**src/rtl/cache_fill_bridge.sv**
```systemverilog
`timescale 1ns/1ps
`default_nettype none
// ============================================================================
//  Module   : cache_fill_bridge
//  Purpose  : Burst-fill bridge between the I/D cache and the SDRAM controller.
//             Accepts a cache line-fill read, issues one aligned 4-word read,
//             collects the returned words (arbitrary gaps allowed), then
//             replays them to the cache as a fill pulse plus four words on
//             consecutive cycles. A timer abandons a burst that never finishes.
//  Ports    :
//    clk          in   system clock, rising edge
//    reset        in   synchronous active-low reset
//    cache_req    in   line-fill request (level)
//    cache_addr   in   request byte address, bits 2:0 ignored
//    cache_rw     in   1 = read; writes are ignored
//    cache_fill   out  one-cycle pulse marking word 0 on cache_data
//    cache_data   out  registered fill word
//    mem_req      out  read request to SDRAM controller
//    mem_addr     out  8-byte aligned burst address
//    mem_ack      in   controller accepted the request (pulse)
//    mem_dvalid   in   one strobe per returned word
//    mem_data     in   returned word
//    busy         out  high whenever not idle
//    err_timeout  out  sticky timeout flag, cleared only by reset
//  Revision : 1.0  initial release
// ============================================================================
module cache_fill_bridge #(
  parameter int unsigned TIMEOUT = 1023
) (
  input  logic        clk,
  input  logic        reset,
  input  logic        cache_req,
  input  logic [31:0] cache_addr,
  input  logic        cache_rw,
  output logic        cache_fill,
  output logic [15:0] cache_data,
  output logic        mem_req,
  output logic [31:0] mem_addr,
  input  logic        mem_ack,
  input  logic        mem_dvalid,
  input  logic [15:0] mem_data,
  output logic        busy,
  output logic        err_timeout
);

  localparam logic [15:0] c_TIMER_LAST = 16'(TIMEOUT - 1);

  typedef enum logic [2:0] {
    S_IDLE    = 3'd0,
    S_ISSUE   = 3'd1,
    S_COLLECT = 3'd2,
    S_REPLAY0 = 3'd3,
    S_REPLAY1 = 3'd4,
    S_REPLAY2 = 3'd5,
    S_REPLAY3 = 3'd6
  } state_t;

  state_t      state_q, state_d;
  logic        mem_req_q, mem_req_d;
  logic [31:0] mem_addr_q, mem_addr_d;
  logic [1:0]  cnt_q, cnt_d;
  logic [15:0] timer_q, timer_d;
  logic        fill_q, fill_d;
  logic [15:0] data_q, data_d;
  logic        err_q, err_d;
  logic [15:0] word_q [4];
  logic [15:0] word_d [4];

  logic        w_capture;

  // Byte-offset bits are deliberately discarded; the burst is always aligned.
  logic        unused_addr_lsbs;
  assign unused_addr_lsbs = ^cache_addr[2:0];

  // A word is accepted in the ack cycle of ISSUE or anywhere in COLLECT;
  // strobes in any other state (stray, 5th word, late data) are dropped.
  assign w_capture = mem_dvalid &&
                     (((state_q == S_ISSUE) && mem_ack) || (state_q == S_COLLECT));

  always_comb begin
    state_d    = state_q;
    mem_req_d  = mem_req_q;
    mem_addr_d = mem_addr_q;
    cnt_d      = cnt_q;
    timer_d    = timer_q;
    fill_d     = 1'b0;
    data_d     = data_q;
    err_d      = err_q;
    word_d     = word_q;

    case (state_q)
      S_IDLE: begin
        if (cache_req && cache_rw) begin
          mem_addr_d = {cache_addr[31:3], 3'b000};
          mem_req_d  = 1'b1;
          cnt_d      = 2'd0;
          timer_d    = 16'd0;
          state_d    = S_ISSUE;
        end
      end

      S_ISSUE, S_COLLECT: begin
        timer_d = timer_q + 16'd1;
        if (w_capture) begin
          word_d[cnt_q] = mem_data;
          cnt_d         = cnt_q + 2'd1;
        end
        if ((state_q == S_ISSUE) && mem_ack) begin
          mem_req_d = 1'b0;
          state_d   = S_COLLECT;
        end
        // A 4th word landing on the timeout cycle still counts as a clean fill.
        if (w_capture && (cnt_q == 2'd3)) begin
          state_d = S_REPLAY0;
        end else if (timer_q == c_TIMER_LAST) begin
          mem_req_d = 1'b0;
          err_d     = 1'b1;
          // Zero every slot not filled by now (a word captured this cycle survives).
          for (int i = 0; i < 4; i++) begin
            if ((2'(i) > cnt_q) || ((2'(i) == cnt_q) && !w_capture)) begin
              word_d[i] = 16'h0000;
            end
          end
          state_d = S_REPLAY0;
        end
      end

      S_REPLAY0: begin
        data_d  = word_q[0];
        fill_d  = 1'b1;
        state_d = S_REPLAY1;
      end

      S_REPLAY1: begin
        data_d  = word_q[1];
        state_d = S_REPLAY2;
      end

      S_REPLAY2: begin
        data_d  = word_q[2];
        state_d = S_REPLAY3;
      end

      S_REPLAY3: begin
        data_d  = word_q[3];
        state_d = S_IDLE;
      end

      default: begin
        state_d = S_IDLE;
      end
    endcase
  end

  always_ff @(posedge clk) begin
    if (!reset) begin
      state_q    <= S_IDLE;
      mem_req_q  <= 1'b0;
      mem_addr_q <= 32'd0;
      cnt_q      <= 2'd0;
      timer_q    <= 16'd0;
      fill_q     <= 1'b0;
      data_q     <= 16'h0000;
      err_q      <= 1'b0;
    end else begin
      state_q    <= state_d;
      mem_req_q  <= mem_req_d;
      mem_addr_q <= mem_addr_d;
      cnt_q      <= cnt_d;
      timer_q    <= timer_d;
      fill_q     <= fill_d;
      data_q     <= data_d;
      err_q      <= err_d;
    end
  end

  // Line buffer needs no reset: it is always fully written before replay.
  always_ff @(posedge clk) begin
    word_q <= word_d;
  end

  assign cache_fill  = fill_q;
  assign cache_data  = data_q;
  assign mem_req     = mem_req_q;
  assign mem_addr    = mem_addr_q;
  assign busy        = (state_q != S_IDLE);
  assign err_timeout = err_q;

endmodule
`default_nettype wire

```
**config.mk**
```make
export PLATFORM = sky130hd
export DESIGN_NAME = cache_fill_bridge
export DESIGN_NICKNAME = d
export VERILOG_FILES = /design/src/rtl/cache_fill_bridge.sv
export SDC_FILE = /design/constraint.sdc
export NUM_CORES = 1
export LEC_CHECK = 0
export BUFFER_PORTS_ARGS = -buffer_cell sky130_fd_sc_hd__buf_2
export CAP_MARGIN = 20
export CORE_ASPECT_RATIO = 1.2
export CORE_MARGIN = 2
export CORE_UTILIZATION = 35
export CTS_CLUSTER_SIZE = 25
export DETAILED_ROUTE_END_ITERATION = 7
export PLACE_DENSITY = 0.5
export SETUP_SLACK_MARGIN = 0.05
export SLEW_MARGIN = 20
export SYNTH_ARGS = -nofsm -noshare
export SYNTH_HDL_FRONTEND = slang
export SYNTH_SLANG_ARGS = --single-unit
```
**constraint.sdc**
```tcl
create_clock -name clk -period 7.05 [get_ports clk]
set_input_delay 0.3525 -clock clk [delete_from_list [all_inputs] [get_ports clk]]
set_output_delay 0.3525 -clock clk [all_outputs]
set_load 0.005 [all_outputs]
```
Word-level counts from Yosys, hierarchy flattened --
Cells that the tools add are included.
Operators by class: add/subtract/negate cells 2, magnitude comparators 6, eq/ne operators 14, multiplexer cells 27, bitwise gates (word level) 2, reductions and logical operators 26
Operator list (count):
- 64-bit 2-to-1 mux | 3
- 16-bit 2-to-1 mux | 6
- 64-bit bitwise mux | 1
- 16-bit one-hot mux with 4 select lines | 1
- 16-bit demux with 2-bit select | 1
- 16-bit one-hot mux with 2 select lines | 1
- 16-bit by 1-bit adder with 16-bit output (second input constant) | 1
- 16-bit by 10-bit equality test with 1-bit output (second input constant) | 1
- 3-bit one-hot mux with 5 select lines | 1
- 3-bit 2-to-1 mux | 4
- 3-bit equality test (second input constant) | 3
- 1-bit logical AND | 9
- 3-bit by 2-bit equality test with 1-bit output (second input constant) | 2
- 2-bit AND reduction | 3
- 3-bit AND reduction | 2
- 1-bit logical OR | 5
- 1-bit 2-to-1 mux | 5
- 2-bit equality test (first input constant) | 2
- 1-bit by 2-bit > comparator with 1-bit output (first input constant) | 2
- 2-bit > comparator (first input constant) | 2
- 2-bit 2-to-1 mux | 2
- 2-bit != test (second input constant) | 2
- 4-bit != test (second input constant) | 1
- 2-bit one-hot mux with 2 select lines | 1
- 16 further kinds | 16
Word-level totals: flip-flop bits (word level) 133, input bits 54, output and inout bits 52, logic and storage cells 89

Depth between registers and ports, before layout --
depth after elaboration 10, mapped depth 9, mapped depth without buffers 6

Least setup slack after synthesis --
OpenSTA, ideal clock, no wires.
path type flip-flop to flip-flop, start reg state_q[0], end reg mem_req_q (netlist: mem_req), setup time 0.132 ns, data arrival time 4.456 ns, setup slack 2.462 ns, cell stages (with the launch flop) 6, cell sequence dfxtp_1 buf_4 nand2b_1 a21oi_1 and3b_1 a2111oi_0
Between the ends: cells in the longest elaborated chain, start to end 7, elaborated cells on any way between the ends 15, classes of those cells eq/ne (3); mux (4); reduce/logical (8)
Ends and longest elaborated chain:
- start, declared | line 58 | state_t state_q, state_d;
- start signal, assigned | line 166 | state_q <= state_d;
- 3-bit by 1-bit equality test with 1-bit output | line 78, 91, 108
- 1-bit logical AND | line 78, 108
- 1-bit logical OR | line 78 | (((state_q == S_ISSUE) && mem_ack) || (state_q == S_COLLECT));
- 1-bit logical AND | line 77 | assign w_capture = mem_dvalid &&
- 1-bit logical AND | line 113 | if (w_capture && (cnt_q == 2'd3)) begin
- 1-bit 2-to-1 mux | line 113
- 1-bit one-hot mux with 2 select lines | line 91 | case (state_q)
- end signal, assigned | line 167 | mem_req_q <= mem_req_d;
- end, declared | line 59 | logic mem_req_q, mem_req_d;
Several ways; a longest one is shown, not always the timed one. A chain may end at the register's enable or synchronous reset.

Final worst setup path --
start reg state_q[1], end reg word_q[18] in the netlist's numbering, data pin
Between the ends: cells in the longest elaborated chain, start to end 10, elaborated cells on any way between the ends 13, classes of those cells eq/ne (2); mux (4); reduce/logical (7)
Ends and longest elaborated chain:
- 3-bit by 1-bit equality test with 1-bit output | line 78
- 1-bit logical AND | line 78
- 1-bit logical OR (*) | line 78
- 1-bit logical AND (*) | line 77
- 1-bit zero test | line 120 | if ((2'(i) > cnt_q) || ((2'(i) == cnt_q) && !w_capture)) begin
- 1-bit logical AND | line 120
- 1-bit logical OR | line 120
- 16-bit 2-to-1 mux | line 120
- 64-bit 2-to-1 mux | line 115 | end else if (timer_q == c_TIMER_LAST) begin
- 64-bit 2-to-1 mux (*) | line 113
- end signal, assigned | line 179 | word_q <= word_d;
- end, declared | line 66 | logic [15:0] word_q [4];
Mark *: on every way between the ends. The rest lies on a longest branch, timed or not.

==> summary.md <==
| Metric | Value |
|---|---|
| Root buffer cell | `clkbuf_16` |
| Final Cell Area | `7630 sq um` |
| Initial antenna violation count | `1` |
| CTS tree | `yes` |
| H-tree level count | `4` |
| Mapped Cells | `624` |
| Fillers | `1,715` |
| Die span in x | `127 um` |
| Min-Delay Startpoint | `cache_addr[25]` |
| Final worst-path cycle share | `52.3%` |
| Setup violations, final | `0` |
| Yosys top cell area share | `just over 30%` |
| Avg Inst Size Synth | `10.2 sq um` |
| Hold Buf Count CTS | `0` |
| Tightest Pin Transition | `998 ps` |
| Synth Area in Simple Gates | `about 15%` |
| # DRC | `0` |
| I/O pin count | `106` |
| Post-Synth XOR/XNOR Area | `less than 1%` |
| Max_cap viols | `0` |
| GRT busiest layer | `met2` |
| Met3 GRT Util | `4.32%` |
| Reg2Reg Depth | `5` |
| Most frequent cells in the layout | `nand2_1, buf_2, dfxtp_1, edfxtp_1, a21oi_1` |
| Initial DRC count | `259` |
| WL per Instance | `18.1 um` |
| Post-place setup slack | `3380 ps` |
| Via count | `between 5,000 and 6,000` |
| Crit Path Max Fanout | `23` |
| GP Congestion | `0.752` |
| Sum Neg Setup Slack | `0 ps` |
| Slowest-stage cell, CP | `dfxtp_1` |
| Chip height | `152 um` |
| Crit end category | `register` |
| Critical path origin | `state_q[1]$_SDFFE_PN0P_` |
| Clock latency on the worst-skew pair | `430 ps` |
| Commonest non-fill, non-tap cell in the layout | `nand2_1` |
| Slew HR | `between 30 and 40%` |
| GRT overflow | `0` |
| Max-slew violations | `0` |
| DR pass1 iterations | `4` |
| Area contributors post-synth | `edfxtp_1, dfxtp_1, nand2_1, mux4_2, o31ai_2` |
| Port buffer count | `99` |
| Post-Layout Cell Count | `943` |
| Reg2reg setup slack | `3360 ps` |
| RSZ-0062 raised after global routing | `no` |
| Status | `complete, no violations` |
| Final worst slack | `between 3000 and 4000 ps` |
| Total GRT Usage | `18.1%` |
| Post-synthesis mux area share | `under 10%` |
| Register area | `3300 sq um` |
| End of the critical path | `word_q[18]$_DFFE_PP_` |
| Max clock buf depth | `2` |
| Critical Path AT | `3830 ps` |
| Cell Area, Synth | `about 6400 sq um` |
| Leak pwr | `3.07 nW` |
| Core Area | `18,000 sq um` |
| Hold Crit Depth | `3` |
| Starting Density | `a little over a third` |
| Number of synthesized flops with an enable pin | `64` |
| GRT met2 Usage | `31.7%` |
| Multi-input logic area | `between 2000 and 3000 sq um` |
| Post-DRT Antenna Nets | `0` |
| Routed WL | `17,000 um` |
| Vias per cell | `5.39` |
| Final Core Density | `42.3%` |
| Power per cell area | `275 nW/um^2` |
| Fin crit period | `approximately 3700 ps` |
| Cells after DPL | `about 910` |
| Cell taking the most area after synthesis | `edfxtp_1` |
| Synth Flop Type | `dfxtp_1` |
| Num CTS Buffers | `17` |
| Highest Clock Rate | `271 MHz` |
| First-pass GRT wire length | `26,800 um` |
| Fin nets | `765` |
| Seq/Total Area, Yosys | `51.8%` |
| Post-synthesis compound-gate area fraction | `16.7%` |
| Fin Hold WS | `160 ps` |
| CP Class | `register to register` |
| Unique masters post-synth | `51` |
| Endpoints failing hold | `0` |
| Min-Delay Path Class | `input pin to register` |
| Vias in the first global route | `about 5,000` |
| Num rows | `54` |
| FF-to-FF Start | `state_q[1]$_SDFFE_PN0P_` |
| Largest net degree at the start of global routing | `between 60 and 70` |
| Critical-path cell list | `buf_4 -> nor2b_1 -> o211a_1 -> a21o_1 -> o31ai_1` |
| CP startpoint kind | `register` |
| Die area | `around 19,000 sq um` |
| Area growth syn-to-layout | `19.7%` |
| Total Power | `2.10 mW` |
| Async S/R FF share, synth | `0%` |
| GRT met1 Usage | `22.0%` |
| Post-Synth Adder-Cell Area | `1.18%` |
| Area after DPL | `7000 sq um` |
| Clock Pin Slew Worst Setup and Hold Paths | `60 ps` |
| Largest family of logic cells by synthesized area | `compound AO/OA/AOI/OAI gates` |
| HPWL after DPL | `10,400 um` |
| Clock sink total | `133` |
| Reg2Reg Capture Point | `word_q[18]$_DFFE_PP_` |
| Worst ir drop on vdd | `0.000156 V` |
| Layout cell share with drive strength beyond 1 | `between 20% and 30%` |
| CP peak stage delay | `about 940 ps` |
| Number of synthesized register bits | `133` |
| Synth Warn # | `0` |
| Post-CTS Setup Inserts | `0` |
| Post-CTS resize count | `0` |
| Worst Path Required | `just over 7000 ps` |
| Clk_skew | `approximately 9.5 ps` |
## cell usage after synthesis, types with 2 or more instances
library cell / n
buf_4: 7
o31ai_2: 20
a21oi_1: 44
mux2i_1: 19
xnor2_1: 2
mux4_2: 15
nor3_1: 4
inv_1: 40
or3_1: 6
ha_1: 6
a22o_1: 16
clkbuf_1: 24
nor2b_1: 2
nand3_1: 24
or4_1: 4
and4_1: 3
dfxtp_1: 69
buf_1: 2
a311oi_1: 16
o21ai_0: 10
o21a_1: 3
nand2b_1: 3
buf_2: 13
o31ai_1: 18
and2_1: 5
nor2_1: 40
edfxtp_1: 64
nand2_1: 115
and3b_1: 2
nand4_1: 5
o211a_1: 3
## per-layer routing
metal  wire length [um]  part of all wire, %
met1               7320                   43
met3                854                  5.0
met5                  0                    0
met2               8610                   51
met4                265                  1.6
## power by group
part | switching, mW | internal (mW) | leakage (nW)
clock | 0.343 | 0.535 | 0.291
combinational | 0.148 | 0.122 | 1.63
sequential | 0.0417 | 0.907 | 1.16
## cells by family after synthesis
| family | after synthesis |
|---|---|
| flops | 133 |
| other cells | 1 |
| mux | 35 |
| compound gates | 138 |
| fa+ha+maj | 6 |
| simple gates | 220 |
| buf+inv | 88 |
| xor+xnor | 3 |
## worst min-delay path by stage
stage                                            to
after floorplan            timer_q[15]$_SDFFE_PN0P_
after global placement    mem_addr[22]$_SDFFE_PN0P_
after detailed placement  mem_addr[19]$_SDFFE_PN0P_
after CTS                 mem_addr[28]$_SDFFE_PN0P_
after global routing      mem_addr[20]$_SDFFE_PN0P_
final                     mem_addr[25]$_SDFFE_PN0P_
## critical path: cells and delay by family, from the launching register on
kind / cells / cell delay, ps
compound gates: 3 / 1600
buf+inv: 1 / 440
flops: 1 / 940
simple gates: 1 / 380
## flip-flops by register name (all words and copies together) (netlist names)
register     cells
word_q          64
mem_addr        29
cache_data      16
timer_q         16
state_q          3
cnt_q            2
cache_fill       1
err_timeout      1
mem_req          1
## area by class of cell
cell class / instances / share of cell area (%)
tap: 224 / 3.67
timing repair buffer: 107 / 7.55
multi-input combinational: 405 / 35.6
clock inverter: 9 / 0.804
inverter: 41 / 2.02
sequential: 133 / 43.3
antenna: 1 / 0.0328
clock buffer: 23 / 7.02
Note: power is estimated with default switching activity, not from simulation.
